File: config.mk
export PLATFORM = sky130hd
export DESIGN_NAME = pipeline_flat
export DESIGN_NICKNAME = d
export VERILOG_FILES = /design/src/rtl/pipeline_if.sv /design/src/rtl/pipeline.sv /design/src/flat_wrapper.sv
export SDC_FILE = /design/constraint.sdc
export NUM_CORES = 1
export LEC_CHECK = 0
export CORE_MARGIN = 3
export CORE_UTILIZATION = 40
export CTS_BUF_LIST = sky130_fd_sc_hd__clkbuf_8
export DETAILED_ROUTE_END_ITERATION = 12
export DONT_BUFFER_PORTS = 1
export GPL_TIMING_DRIVEN = 0
export PLACE_DENSITY_LB_ADDON = 0.08
export SYNTH_ARGS = -nofsm -noshare
export SYNTH_HDL_FRONTEND = slang
export SYNTH_SLANG_ARGS = --single-unit
File: constraint.sdc
create_clock -name clk -period 0.8 [get_ports clk]
set_input_delay 0.24 -clock clk [delete_from_list [all_inputs] [get_ports clk]]
set_output_delay 0.24 -clock clk [all_outputs]
set_load 0.05 [all_outputs]
File: src/rtl/pipeline_if.sv
// Instruction and bus-status bundle for the pipeline scheduler.
// The "master" modport is the instruction source; the "slave" modport is the scheduler.
interface pipeline_if;
    logic [7:0] inst;
    logic       bus_busy;
    logic [7:0] bus_owner;
    logic       mult_active;
    logic       add_active;
    logic       collision;
    logic [7:0] collision_count;

    modport master (
        output inst,
        input  bus_busy, bus_owner, mult_active, add_active, collision, collision_count
    );

    modport slave (
        input  inst,
        output bus_busy, bus_owner, mult_active, add_active, collision, collision_count
    );
endinterface

File: src/rtl/pipeline.sv
// Bus-slot scheduler: one-hot ops reserve the shared bus at fixed edge offsets (LD_DATA +1, LD_COEFF +2, WRITE +5); COLLISION_COUNT_EN adds a saturating collision counter.
// All outputs are registered. There is no backpressure: an op whose slot is already taken loses its bus use and raises collision.
module pipeline (
    input  logic      clk,
    input  logic      reset,
    pipeline_if.slave bus
);
    localparam int unsigned DEPTH = 5;

    typedef struct packed {
        logic       vld;
        logic [7:0] owner;
    } res_t;

    // Entry j holds the reservation for the edge (j+1) edges after the current one.
    res_t [DEPTH-1:0] tbl_q, tbl_d;
    logic             drop_d;

    logic       bus_busy_q;
    logic [7:0] bus_owner_q;
    logic       mult_s1_q, mult_active_q;
    logic       add_s1_q, add_s2_q, add_active_q;
    logic       collision_q;

    always_comb begin
        tbl_d  = '0;
        drop_d = 1'b0;
        for (int j = 0; j < DEPTH - 1; j++) begin
            tbl_d[j] = tbl_q[j+1];
        end
        // The earlier-issued reservation always wins a slot.
        if (bus.inst[1]) begin
            if (tbl_d[0].vld) begin
                drop_d = 1'b1;
            end else begin
                tbl_d[0].vld   = 1'b1;
                tbl_d[0].owner = 8'h02;
            end
        end
        if (bus.inst[2]) begin
            if (tbl_d[1].vld) begin
                drop_d = 1'b1;
            end else begin
                tbl_d[1].vld   = 1'b1;
                tbl_d[1].owner = 8'h04;
            end
        end
        if (bus.inst[5]) begin
            if (tbl_d[4].vld) begin
                drop_d = 1'b1;
            end else begin
                tbl_d[4].vld   = 1'b1;
                tbl_d[4].owner = 8'h20;
            end
        end
    end

    always_ff @(posedge clk) begin
        if (reset) begin
            tbl_q         <= '0;
            bus_busy_q    <= 1'b0;
            bus_owner_q   <= 8'h00;
            mult_s1_q     <= 1'b0;
            mult_active_q <= 1'b0;
            add_s1_q      <= 1'b0;
            add_s2_q      <= 1'b0;
            add_active_q  <= 1'b0;
            collision_q   <= 1'b0;
        end else begin
            tbl_q         <= tbl_d;
            bus_busy_q    <= tbl_q[0].vld;
            bus_owner_q   <= tbl_q[0].owner;
            mult_s1_q     <= bus.inst[3];
            mult_active_q <= mult_s1_q;
            add_s1_q      <= bus.inst[4];
            add_s2_q      <= add_s1_q;
            add_active_q  <= add_s2_q;
            collision_q   <= drop_d;
        end
    end

    assign bus.bus_busy    = bus_busy_q;
    assign bus.bus_owner   = bus_owner_q;
    assign bus.mult_active = mult_active_q;
    assign bus.add_active  = add_active_q;
    assign bus.collision   = collision_q;

`ifdef COLLISION_COUNT_EN
    logic [7:0] coll_cnt_q, coll_cnt_d;

    // Counts alongside the collision pulse so both become visible in the same cycle.
    always_comb begin
        coll_cnt_d = coll_cnt_q;
        if (drop_d && coll_cnt_q != 8'hFF) begin
            coll_cnt_d = coll_cnt_q + 8'd1;
        end
    end

    always_ff @(posedge clk) begin
        if (reset) begin
            coll_cnt_q <= 8'h00;
        end else begin
            coll_cnt_q <= coll_cnt_d;
        end
    end

    assign bus.collision_count = coll_cnt_q;
`else
    assign bus.collision_count = 8'h00;
`endif
endmodule

File: src/flat_wrapper.sv
// flat-port wrapper written by rule: the top's interface ports become plain ports
module pipeline_flat 
  (clk, reset, bus_inst, bus_bus_busy, bus_bus_owner, bus_mult_active, bus_add_active, bus_collision, bus_collision_count);
  pipeline_if bus_i ();
  input  logic clk;
  input  logic reset;
  input wire logic [$bits(bus_i.inst)-1:0] bus_inst;
  output wire logic [$bits(bus_i.bus_busy)-1:0] bus_bus_busy;
  output wire logic [$bits(bus_i.bus_owner)-1:0] bus_bus_owner;
  output wire logic [$bits(bus_i.mult_active)-1:0] bus_mult_active;
  output wire logic [$bits(bus_i.add_active)-1:0] bus_add_active;
  output wire logic [$bits(bus_i.collision)-1:0] bus_collision;
  output wire logic [$bits(bus_i.collision_count)-1:0] bus_collision_count;
  assign bus_i.inst = bus_inst;
  assign bus_bus_busy = bus_i.bus_busy;
  assign bus_bus_owner = bus_i.bus_owner;
  assign bus_mult_active = bus_i.mult_active;
  assign bus_add_active = bus_i.add_active;
  assign bus_collision = bus_i.collision;
  assign bus_collision_count = bus_i.collision_count;
  pipeline u_core (.clk(clk), .reset(reset), .bus(bus_i));
endmodule
=== Yosys cells after proc, flatten, opt, wreduce, memory -nomap -nowiden ===
Index checks and enable logic that the tools add are counted.

* Mux-type cells: 9

{| class="wikitable"
|+ Operator list
! operator !! number
|-
| 9-bit 2-to-1 mux || 3
|-
| 8-bit 2-to-1 mux || 2
|-
| 1-bit 2-to-1 mux || 4
|}

* Input port bits: 10
* Output and inout port bits: 20
* Register bits: 60

=== Depth between registers and ports, before layout ===
* Word-level depth: 4
* Gate-level depth with buffers: 2
* Mapped depth without buffers: 2

=== Least setup slack after synthesis ===
OpenSTA, ideal clock, no wires.

* Path kind: reg-to-output
* From: register u_core.add_active_q, in the netlist u_core.bus.add_active
* To: output port bus_add_active
* Path buffers: 0
* Data arrival time: 587 ps
* Required time: 560 ps
* Stages on the path, launching flop included: 1
* Slack: -27 ps
* Cells stage by stage: dfxtp_1

{| class="wikitable"
|+ RTL lines
! what !! RTL line !! text
|-
| start, declared || pipeline.sv:22 || <nowiki>logic add_s1_q, add_s2_q, add_active_q;</nowiki>
|-
| start signal, assigned || pipeline.sv:77 || <nowiki>add_active_q <= add_s2_q;</nowiki>
|-
| end, declared || flat_wrapper.sv:11 || <nowiki>output wire logic [$bits(bus_i.add_active)-1:0] bus_add_active;</nowiki>
|}

No word-level cell between the ends.

=== Final worst setup path ===
* From: register u_core.mult_active_q, in the netlist u_core.bus.mult_active
* To: output port bus_mult_active

{| class="wikitable"
|+ RTL lines
! what !! RTL line !! text
|-
| start, declared || pipeline.sv:21 || <nowiki>logic mult_s1_q, mult_active_q;</nowiki>
|-
| start signal, assigned || pipeline.sv:74 || <nowiki>mult_active_q <= mult_s1_q;</nowiki>
|-
| end, declared || flat_wrapper.sv:10 || <nowiki>output wire logic [$bits(bus_i.mult_active)-1:0] bus_mult_active;</nowiki>
|}

No word-level cell between the ends.

==> summary.txt <==
STA
  – Minimum clock period: 0.9256 ns
  – Setup Skew: 0.004842 ns
  – Fmax: 1080 MHz
  – Final Hold Fails: 0
  – Final setup viols: 7
  – Unrepaired setup endpoints after global routing: yes
  – Setup WS post-layout: -0.1256 ns
  – Final Max Tran Viols: 0
  – Period utilization: 115.7%

Floorplanning
  – Starting density of the core: 44.06%
  – Die height: 47.44 um
  – Die X: 47.44 um
  – DIE AREA: 0.002251 mm^2
  – Std cell rows: 14
  – Core box area: 0.001559 mm^2
  – I/O pin count: 30

Layout
  – N_diodes: 0
  – Layout Nets: 87
  – Max reg flops: 8
  – Largest Register: u_core.tbl_q
  – Layout cells sized above 1: 40.00%
  – Area Overhead vs Synth: 19.31%

Power and ir drop
  – Comb pwr share: 12.9%
  – Sequential share of power: 55.4%
  – Tot Pwr: 1.936 mW
  – Leak pwr: 0.3758 nW
  – Clock power share: 31.7%
  – Cell Pwr Density: 2362 mW/mm^2
  – Sw power: 0.5014 mW
  – Sw frac: 25.90%
  – Cell Int Power: 1.435 mW
  – Max rail drop VDD: 1.266 mV

Drt
  – # DRC: 0
  – Vias: 359
  – Vias/cell: 3.945
  – Routed length per instance: 8.582 um
  – First-pass iteration count of the detailed router: 2
  – DRT antenna net count: 0
  – Number of DRC markers in iteration 0: 3
  – Final wirelength: 781 um

Setup path
  – Cell count along the critical path: 0
  – R2R setup slack: 0.10 ns
  – Worst Path Arrival: 0.69 ns
  – CP required: 0.56 ns
  – CP Launch Type: flop
  – Classification of the worst setup path: flop to primary output
  – Reg2Reg Depth: 2
  – Worst r2r src: u_core.tbl_q[17]
  – CP endpoint kind: primary output
  – Crit-path max FO: 1
  – Critical R2R Capture: u_core.tbl_q[1]

Synthesis
  – Synthesized area: 686.9 um^2
  – Top FF cell, synth: dfxtp_1
  – FFs w/ async S/R, synth: 0%
  – Post-synthesis cell type count: 9
  – Post-synth EDFFs: 0
  – Syn avg cell area: 11.45 um^2
  – Seq cells post-synth: 20
  – Top-count cell post-synth: dfxtp_1
  – Yosys top cell by area: dfxtp_1
  – Cell count after synthesis: 60
  – Register area share after synthesis: 58.29%
  – Top cells by count, synth: dfxtp_1 (20), buf_4 (14), nor2b_1 (13), nor2_1 (5), nor3b_2 (3)
  – Ys Warns: 0
  – Area share of the largest cell type after synthesis: 58.29%
  – Top post-synthesis cells by area: dfxtp_1 (58%), buf_4 (15%), nor2b_1 (12%)

CTS
  – Skew-Pair Late Insertion Delay: 0.25 ns
  – CTS Sinks: 20
  – Clock Tree Root: clkbuf_8
  – Number of buffers created by CTS: 3
  – H-tree depth: 1
  – CTS Buffer Depth: 2
  – Worst-path clk slew: 0.07 ns
  – TritonCTS clock tree: yes

Placement
  – DP HPWL: 587.1 um
  – # port buffers: 0
  – GP Congestion: 0.6578
  – Pre-CTS WS: 0.09678 ns

Min path
  – Hold Path Depth: 2
  – Min-delay worst type: input port to flop
  – Hold Path Origin: bus_inst[2]
  – Hold-critical path endpoint: u_core.tbl_q[17]

Job
  – MaxCap Viol Count: 0

Global route
  – Vias in the first global route: 290
  – Total GRT Usage: 8.346%
  – Pin count of the biggest net entering global routing: 11
  – First-pass GRT wire length: 1.193 mm
  – Total congestion overflow: 0
  – Initial antenna violation count: 0

Run status
  – Failing checks: setup timing
  – Outcome: finished with violations
-- per-stage QoR --
| step | instance area [um^2] | hold WS, ns | std cells | utilization, % | TNS [ns] |
|---|---|---|---|---|---|
| after floorplan | 740.7 | 0.3607 | 72 | - | 0 |
| after global placement | 760.7 | 0.3654 | 88 | 48.80 | 0 |
| after detailed placement | 760.7 | 0.3764 | 88 | 48.80 | 0 |
| after CTS | 819.5 | 0.1078 | 91 | 52.57 | -0.9207 |
| after global routing | 819.5 | 0.1179 | 91 | 52.57 | -0.9980 |
| final | 819.5 | 0.1117 | 91 | 52.57 | -0.8334 |
-- how the worst max path moves through the flow --
stage	startpoint	endpoint	slack, ns
floorplan	u_core.bus.add_active	bus_add_active	0.11
global placement	u_core.bus.collision	bus_collision	0.1
detailed placement	u_core.bus.mult_active	bus_mult_active	0.1
CTS	u_core.bus.mult_active	bus_mult_active	-0.14
global route	u_core.bus.bus_owner[1]	bus_bus_owner[1]	-0.15
finish	u_core.bus.mult_active	bus_mult_active	-0.13
-- routing by layer --
layer	part of all wire, %	global-route usage [%]	vias to the layer above
li1	-	-	187
met1	36	8.545	149
met2	46	11.23	19
met3	14	6.391	4
met4	2.9	6.630	0
met5	0	0	-
-- power by group through the flow --
stage	registers (mW)	clock network (mW)	logic (mW)
global route	1.08	0.680	0.267
floorplan	1.11	0	0.241
finish	1.07	0.614	0.250
global placement	1.11	0	0.248
detailed placement	1.11	0	0.249
CTS	1.07	0.646	0.249
-- worst register-to-register path: cells and delay by family, from the launching register on --
kind             cells  cell delay (ns)
flip-flops           1             0.34
AND/OR/NAND/NOR      2             0.29
-- cell families (layout without fill, tap and decap cells) --
group	Yosys count	after routing	synth area share, %
other cells	1	13	0.5459
buf+inv	15	18	16.03
simple gates	23	23	24.05
flops	20	20	58.29
compound gates	1	1	1.093
-- cell type report --
cell class | count | area, um^2
clock buffers | 3 | 41.29
multi-input cells | 37 | 221.5
fillers | 145 | 739.5
well taps | 16 | 20.02
plain buffers | 15 | 110.1
flip-flops and latches | 20 | 426.7
-- cells in the final DEF, fill, tap and decap left out --
cell	count
buf_4	14
nor2b_1	13
conb_1	13
dfxtp_1	13
dfxtp_4	7
nor2_1	5
nor3b_2	3
clkbuf_8	3
nor2b_4	2
buf_2	1
a22oi_1	1
-- timing repair --
item,4_1_cts,5_1_grt
buffers inserted,0,0
hold buffers,0,0
resized for setup,7,0
gates cloned,0,0
setup endpoints to repair,7,7
endpoints found under the hold margin,0,0
Power figures use the tool's default switching activity.
